<file path="config.mk">
export PLATFORM = sky130hd
export DESIGN_NAME = ads_frame_sched
export DESIGN_NICKNAME = d
export VERILOG_FILES = /design/src/rtl/ads_frame_sched.sv
export SDC_FILE = /design/constraint.sdc
export NUM_CORES = 1
export LEC_CHECK = 0
export ABC_AREA = 0
export CORE_UTILIZATION = 51
export DETAILED_ROUTE_END_ITERATION = 6
export GPL_TIMING_DRIVEN = 0
export PLACE_DENSITY_LB_ADDON = 0.25
export SYNTH_ARGS = -nofsm -noshare
export SYNTH_HDL_FRONTEND = slang
export SYNTH_SLANG_ARGS = --single-unit
</file>
<file path="constraint.sdc">
create_clock -name clk_ref -period 5.75 [get_ports clk_ref]
set_clock_uncertainty 0.2 [all_clocks]
set_input_delay 1.15 -clock clk_ref [delete_from_list [all_inputs] [get_ports clk_ref]]
set_output_delay 1.15 -clock clk_ref [all_outputs]
set_load 0.01 [all_outputs]
</file>
<file path="src/rtl/ads_frame_sched.sv">
// ads_frame_sched: shares the ADS8686 SPI frame engine between the
// register-init sequence, periodic sample NOP frames and host accesses.
module ads_frame_sched #(
  parameter int unsigned INIT_DLY   = 50,
  parameter int unsigned SMP_PERIOD = 2000
) (
  input  logic        clk_ref,
  input  logic        sys_rstn,
  input  logic        smp_en,
  input  logic        host_req,
  input  logic        host_we,
  input  logic [7:0]  host_addr,
  input  logic [15:0] host_wdata,
  output logic        host_ack,
  output logic [15:0] host_rdata,
  output logic        frm_start,
  output logic [31:0] frm_cmd,
  input  logic        frm_done,
  input  logic [31:0] frm_rdata,
  output logic        init_done,
  output logic        smp_valid,
  output logic [15:0] smp_data,
  output logic [7:0]  smp_miss
);

  typedef enum logic [2:0] {
    INIT_WAIT,
    INIT_ISSUE,
    INIT_BUSY,
    IDLE,
    SMP_BUSY,
    HW_BUSY,
    HR_CMD,
    HR_NOP
  } state_t;

  localparam logic [7:0]  OP_WR    = 8'hD0;
  localparam logic [7:0]  OP_RD    = 8'hC8;
  localparam logic [31:0] CMD_NOP  = 32'h0;
  localparam logic [15:0] DLY_LAST = 16'(INIT_DLY - 1);
  localparam logic [15:0] PER_LAST = 16'(SMP_PERIOD - 1);

  state_t      state_q;
  state_t      state_d;
  logic [15:0] dly_q;
  logic [1:0]  k_q;
  logic [1:0]  k_d;
  logic [15:0] cnt_q;
  logic        pend_q;

  logic        start_d;
  logic [31:0] cmd_d;
  logic        ack_d;
  logic [15:0] rdata_d;
  logic        valid_d;
  logic [15:0] sdata_d;
  logic        init_d;
  logic        consume;

  logic        smp_act;
  logic        tick;
  logic        dly_hit;
  logic        rdata_unused;

  assign rdata_unused = ^frm_rdata[15:0];
  assign smp_act = init_done && smp_en;
  assign tick    = smp_act && (cnt_q == PER_LAST);
  assign dly_hit = (dly_q == DLY_LAST);

  function automatic logic [31:0] init_cmd(input logic [1:0] k);
    logic [31:0] c;
    unique case (k)
      2'd0:    c = {OP_WR, 8'h0C, 16'h0000};
      2'd1:    c = {OP_WR, 8'h10, 16'h0000};
      default: c = {OP_WR, 8'h14, 16'h0001};
    endcase
    return c;
  endfunction

  always_ff @(posedge clk_ref or negedge sys_rstn) begin
    if (!sys_rstn) begin
      state_q    <= INIT_WAIT;
      dly_q      <= '0;
      k_q        <= '0;
      frm_start  <= 1'b0;
      frm_cmd    <= '0;
      host_ack   <= 1'b0;
      host_rdata <= '0;
      smp_valid  <= 1'b0;
      smp_data   <= '0;
      init_done  <= 1'b0;
    end else begin
      state_q    <= state_d;
      k_q        <= k_d;
      frm_start  <= start_d;
      frm_cmd    <= cmd_d;
      host_ack   <= ack_d;
      host_rdata <= rdata_d;
      smp_valid  <= valid_d;
      smp_data   <= sdata_d;
      init_done  <= init_d;
      if (state_q == INIT_WAIT) begin
        dly_q <= dly_q + 16'd1;
      end
    end
  end

  // A tick always wins over consumption so a tick on the
  // consume cycle leaves the next sample pending.
  always_ff @(posedge clk_ref or negedge sys_rstn) begin
    if (!sys_rstn) begin
      cnt_q    <= '0;
      pend_q   <= 1'b0;
      smp_miss <= '0;
    end else if (!smp_act) begin
      cnt_q  <= '0;
      pend_q <= 1'b0;
    end else begin
      cnt_q <= tick ? 16'd0 : cnt_q + 16'd1;
      if (tick) begin
        pend_q <= 1'b1;
      end else if (consume) begin
        pend_q <= 1'b0;
      end
      if (tick && pend_q && !consume && smp_miss != 8'hFF) begin
        smp_miss <= smp_miss + 8'd1;
      end
    end
  end

  always_comb begin
    state_d = state_q;
    unique case (state_q)
      INIT_WAIT: begin
        if (dly_hit) state_d = INIT_ISSUE;
      end
      INIT_ISSUE: state_d = INIT_BUSY;
      INIT_BUSY: begin
        if (frm_done) begin
          state_d = (k_q == 2'd2) ? IDLE : INIT_ISSUE;
        end
      end
      IDLE: begin
        if (pend_q) begin
          state_d = SMP_BUSY;
        end else if (host_req) begin
          state_d = host_we ? HW_BUSY : HR_CMD;
        end
      end
      SMP_BUSY: begin
        if (frm_done) state_d = IDLE;
      end
      HW_BUSY: begin
        if (frm_done) state_d = IDLE;
      end
      HR_CMD: begin
        if (frm_done) state_d = HR_NOP;
      end
      HR_NOP: begin
        if (frm_done) state_d = IDLE;
      end
      default: state_d = INIT_WAIT;
    endcase
  end

  // Start and command are registered, so frm_start rises
  // the cycle after the issuing decision.
  always_comb begin
    start_d = 1'b0;
    cmd_d   = frm_cmd;
    ack_d   = 1'b0;
    rdata_d = host_rdata;
    valid_d = 1'b0;
    sdata_d = smp_data;
    init_d  = init_done;
    k_d     = k_q;
    consume = 1'b0;
    unique case (state_q)
      INIT_WAIT: begin
        if (dly_hit) begin
          start_d = 1'b1;
          cmd_d   = init_cmd(k_q);
        end
      end
      INIT_BUSY: begin
        if (frm_done) begin
          k_d = k_q + 2'd1;
          if (k_q == 2'd2) begin
            init_d = 1'b1;
          end else begin
            start_d = 1'b1;
            cmd_d   = init_cmd(k_q + 2'd1);
          end
        end
      end
      IDLE: begin
        if (pend_q) begin
          consume = 1'b1;
          start_d = 1'b1;
          cmd_d   = CMD_NOP;
        end else if (host_req) begin
          start_d = 1'b1;
          cmd_d   = host_we ? {OP_WR, host_addr, host_wdata}
                            : {OP_RD, host_addr, 16'h0000};
        end
      end
      SMP_BUSY: begin
        if (frm_done) begin
          valid_d = 1'b1;
          sdata_d = frm_rdata[31:16];
        end
      end
      HW_BUSY: begin
        if (frm_done) ack_d = 1'b1;
      end
      HR_CMD: begin
        if (frm_done) begin
          start_d = 1'b1;
          cmd_d   = CMD_NOP;
        end
      end
      HR_NOP: begin
        if (frm_done) begin
          ack_d   = 1'b1;
          rdata_d = frm_rdata[31:16];
        end
      end
      default: ;
    endcase
  end

endmodule

</file>
* After elaboration in Yosys (flattened, before gate mapping)
Cells that the tools add are included.
** Cells by class
- $add $sub $neg :: 4
- Equal/unequal tests :: 20
- Mux-type cells :: 35
- Reductions and logical operators :: 19
** Operators with widths (number)
- 32-bit two-way mux :: 6
- 32-bit one-hot mux with 4 select lines :: 1
- 21-bit one-hot mux with 2 select lines :: 2
- 16-bit by 1-bit adder with 16-bit output, second input constant :: 2
- 16-bit two-way mux :: 2
- 29-bit two-way mux :: 1
- 3-bit two-way mux :: 6
- 3-bit one-hot mux with 6 select lines :: 1
- 16-bit by 11-bit equality test with 1-bit output, second input constant :: 1
- 16-bit by 6-bit equality test with 1-bit output, second input constant :: 1
- 1-bit two-way mux :: 13
- 3-bit equality test, second input constant :: 4
- 8-bit by 1-bit adder with 8-bit output, second input constant :: 1
- 2-bit inequality test, second input constant :: 4
- 8-bit inequality test, second input constant :: 1
- 2-bit AND reduction :: 4
- 3-bit by 2-bit equality test with 1-bit output, second input constant :: 2
- 6-bit AND reduction :: 1
- 1-bit logical AND :: 5
- 5-bit AND reduction :: 1
- 2-bit by 1-bit equality test with 1-bit output, second input constant :: 2
- 2-bit logical NOT :: 2
- 2-bit two-way mux :: 2
- 1-bit one-hot mux with 4 select lines :: 1
- other kinds (12) :: 12
** Storage, ports and cells
- Register bits after elaboration :: 114
- Output and inout bits :: 76
- Logic and storage cells :: 91

* Logic depth before layout (Yosys ltp)
- Depth in word-level cells :: 6
- Mapped depth :: 9
- Depth with buffers taken out :: 8

* Worst setup path after synthesis
OpenSTA, ideal clock, no wires.
- Path type :: input-to-reg
- From :: input smp_en
- To :: register smp_miss[1]
- Arrival :: 2170 ps
- Data required time :: 5425 ps
- Slack :: 3255 ps
- Stages :: 4
- Path through :: and2_1 -> nand4_1 -> nor3_4 -> mux2_2
** On the way
- Cells in the longest elaborated chain, start to end :: 6
** Ends and longest elaborated chain
- from (decl) :: RTL line 9 : input logic smp_en,
- 1-bit logical AND (*) :: RTL line 66 : assign smp_act = init_done && smp_en;
- 1-bit logical AND :: RTL line 67 : assign tick = smp_act && (cnt_q == PER_LAST);
- 1-bit logical AND (3 in series) :: RTL line 125 : if (tick && pend_q && !consume && smp_miss != 8'hFF) begin
- 2-bit AND reduction (no line) (*)
- to (signal assigned) :: RTL line 126 : smp_miss <= smp_miss + 8'd1;
- to (decl) :: RTL line 23 : output logic [7:0] smp_miss
Every way passes the cells marked *; elsewhere a longest branch is shown, timed or not.
A chain may end at the register's enable or synchronous reset.

* Worst setup path after layout
- From :: input frm_done
- To :: register smp_data[7]
** On the way
- Cells in the longest elaborated chain, start to end :: 1
** Ends and longest elaborated chain
- from (decl) :: RTL line 18 : input logic frm_done,
- 2-bit AND reduction (no line)
- to (signal assigned) :: RTL line 100 : smp_data <= sdata_d;
- to (decl) :: RTL line 22 : output logic [15:0] smp_data,
Every way passes these cells.

==> results.md <==
- Tot GR Track Use: 22.2%
- Routed wl met3: 409 microns
- Status: finished clean
- Most frequent cells after synthesis: dfrtp_1, nand2_1, mux2_2
- Vias in the first global route: 3504
- Post-placement cell count: 660
- Postcts setup bufs: 0
- TritonCTS Sinks: 109
- Avg Cell Area, Syn: 11.2 sq um
- P_leak: 2.85 nW
- Post-synth top area cell: dfrtp_1
- Initial Util: 52.2%
- Final Slew Violations: 0
- Unrepaired setup endpoints after global routing: no
- DR iter-0 viols: 135
- Max Cap Viol: 0
- Chip width: 99.0 microns
- Reg2reg end: frm_cmd[11]$_DFFE_PN0P_
- Required time of the critical path: 5810 ps
- Clock Latency Late Sink: 370 ps
- RePlAce Congestion: 0.773
- Layout Utilization: 69.0%
- Residual DRC count: 0
- Clk slew on worst S/H paths: 100 ps
- Top-area cell type share of the netlist area: 56.8%
- CTS tree: yes
- Max layer used: met4
- DR WL/cell: 15.2 microns
- Worst r2r src: k_q[0]$_DFFE_PN0P_
- Slew @ Worst Pin: 681 ps
- Min-delay worst type: reg2reg
- Post_cts resized: 0
- Antenna diodes: 0
- Critical path fanouts, max: 10
- CP Class: in2reg
- Metal2 WL: 5100 microns
- Pwr dens: 442 nW/um^2
- Num CTS Buffers: 9
- Worst EP arrival: 3120 ps
- Async set-reset flop share out of synthesis: 100%
- First-pass GRT wire length: 17100 microns
- Relative slew margins: 54.4%
- CP endpoint kind: flop
- Cells after Synth: 428
- P&R area growth vs syn: 32.2%
- Initial antenna violation count: 0
- Post-route ant nets: 0
- Row count: 35
- R2r worst-path depth: 9
- Count leader, synth: dfrtp_1
- Seq/Total Area, Yosys: 56.8%
- Vias per cell: 5.31
- IO buf count: 117
- Syn. warnings: 0
- FILL cells: 690
- Post-Synthesis Cell Area: 4800 sq um
- Post-synth EDFFs: 0
- Top achievable clock speed: 327 MHz
- DIE HEIGHT: 99.0 microns
- Remaining global-route overflow: 0
- Worst VDD drop: 296 uV
- Final net count: 633
- DRT Pass-1 Iters: 4
- CP startpoint kind: primary input
- Setup violators final: 0
- CTS Root Cell: clkbuf_8
- H-tree lvl count: 3
- Final Hold Viols: 0
- Synth cell types: 46
- Worst Setup SP: frm_done
- Register area: 2730 sq um
- Core area: 9200 sq um
- Critical Path Sink: smp_data[7]$_DFFE_PN0P_
- CTS max path bufs: 2
- Main synth FF type: dfrtp_1
- Top-Level Pins: 138
- #FFs+latches synth: 109
- M1 wire length: 4650 microns
- Die Footprint: 9800 sq um
- Layout cells sized above 1: 14.0%
- Final Cycle Share: 53.2%
- DR vias: 3587
- Reg2Reg Setup Slack: 3460 ps
- Final Critical Period: 3060 ps
- Largest net degree at the start of global routing: 59
- Hold_buf cts: 0
- DP HPWL: 7450 microns
- Final wirelength: 10300 microns
- Hold depth: 2
- Synth area leaders: dfrtp_1, mux2_2, nand2_1, xnor2_1, nand3_1
- Area of the multi-input gates: 1930 sq um
- Non-Filler Instances: 676
-- layer usage --
layer	vias up	global-route usage [%]
li1	1717	-
met1	1774	29.8
met2	88	36.7
met3	8	4.26
met4	0	6.89
met5	-	0
-- power breakdown --
group	switching (mW)	internal [mW]	total, mW
sequential	0.144	1.00	1.15
combinational	0.551	0.632	1.18
clock	0.268	0.206	0.473
-- cells by family after synthesis --
family	after synthesis	synth area share (%)
and+or+nand+nor	176	18.2
DFF	109	56.8
xor gates and xnor gates	37	6.75
muxes	34	7.98
AOI/OAI and AO/OA	30	4.12
buffers and inverters	30	3.23
adders and majority gates	11	2.87
other	1	0.0781
-- flip-flops by register name, summed over array words and instances, names as in the netlist --
| name | cells |
|---|---|
| dly_q | 16 |
| frm_start | 1 |
| init_done | 1 |
| k_q | 2 |
| cnt_q | 16 |
| state_q | 3 |
| smp_valid | 1 |
| pend_q | 1 |
| smp_miss | 8 |
| smp_data | 16 |
| host_rdata | 16 |
| frm_cmd | 27 |
| host_ack | 1 |
-- cell type report --
cell class,instances,area share [%]
buffer,19,1.79
clock buffer,10,2.01
clock inverter,6,1.10
inverter,11,0.651
multi-input combinational,292,30.4
sequential,109,43.0
tap,111,2.19
timing repair buffer,118,18.9
-- layout by cell type (no fill, tap or decap), types with 3 or more instances in the layout --
| cell | instances |
|---|---|
| inv_1 | 10 |
| dfrtp_1 | 109 |
| nand3_1 | 32 |
| clkbuf_1 | 4 |
| a31oi_1 | 4 |
| xor2_1 | 14 |
| nor4_1 | 3 |
| buf_4 | 10 |
| o21ai_0 | 5 |
| a21oi_1 | 9 |
| clkdlybuf4s50_1 | 116 |
| mux2_2 | 34 |
| xnor2_1 | 23 |
| nand4_1 | 16 |
| nor2_1 | 33 |
| and3_1 | 6 |
| and4_1 | 3 |
| ha_1 | 11 |
| nor3_1 | 3 |
| conb_1 | 4 |
| and2_1 | 3 |
| nand2_1 | 60 |
| clkbuf_8 | 9 |
| buf_2 | 6 |
-- stage by stage --
step | power (mW) | hold slack [ps] | worst slack, ps | TNS [ps] | instance area, sq um
after floorplan | 1.74 | 247 | 3260 | 0 | 4810
after global placement | 2.30 | 249 | -746 | -80570 | 6120
after detailed placement | 2.35 | 256 | 2280 | 0 | 6150
after CTS | 2.83 | 279 | 2680 | 0 | 6340
after global routing | 2.98 | 303 | 2570 | 0 | 6340
final | 2.80 | 277 | 2690 | 0 | 6340
-- worst max-delay path, cell delays in order --
cell and delay [ps]:
clkdlybuf4s50_1 630, nand2_1 130, nor3_2 530, buf_4 320, mux2_2 360
-- worst min-delay path by stage --
| stage | start | to | slack [ps] |
|---|---|---|---|
| global placement | frm_cmd[7]$_DFFE_PN0P_ | frm_cmd[7]$_DFFE_PN0P_ | 250 |
| detailed placement | frm_cmd[12]$_DFFE_PN0P_ | frm_cmd[12]$_DFFE_PN0P_ | 260 |
| CTS | frm_cmd[12]$_DFFE_PN0P_ | frm_cmd[12]$_DFFE_PN0P_ | 280 |
| finish | frm_cmd[16]$_DFFE_PN0P_ | frm_cmd[16]$_DFFE_PN0P_ | 280 |
| global route | frm_cmd[12]$_DFFE_PN0P_ | frm_cmd[12]$_DFFE_PN0P_ | 300 |
| floorplan | dly_q[15]$_DFFE_PN0P_ | dly_q[15]$_DFFE_PN0P_ | 250 |
No activity file was read; power rests on OpenSTA's default activity.
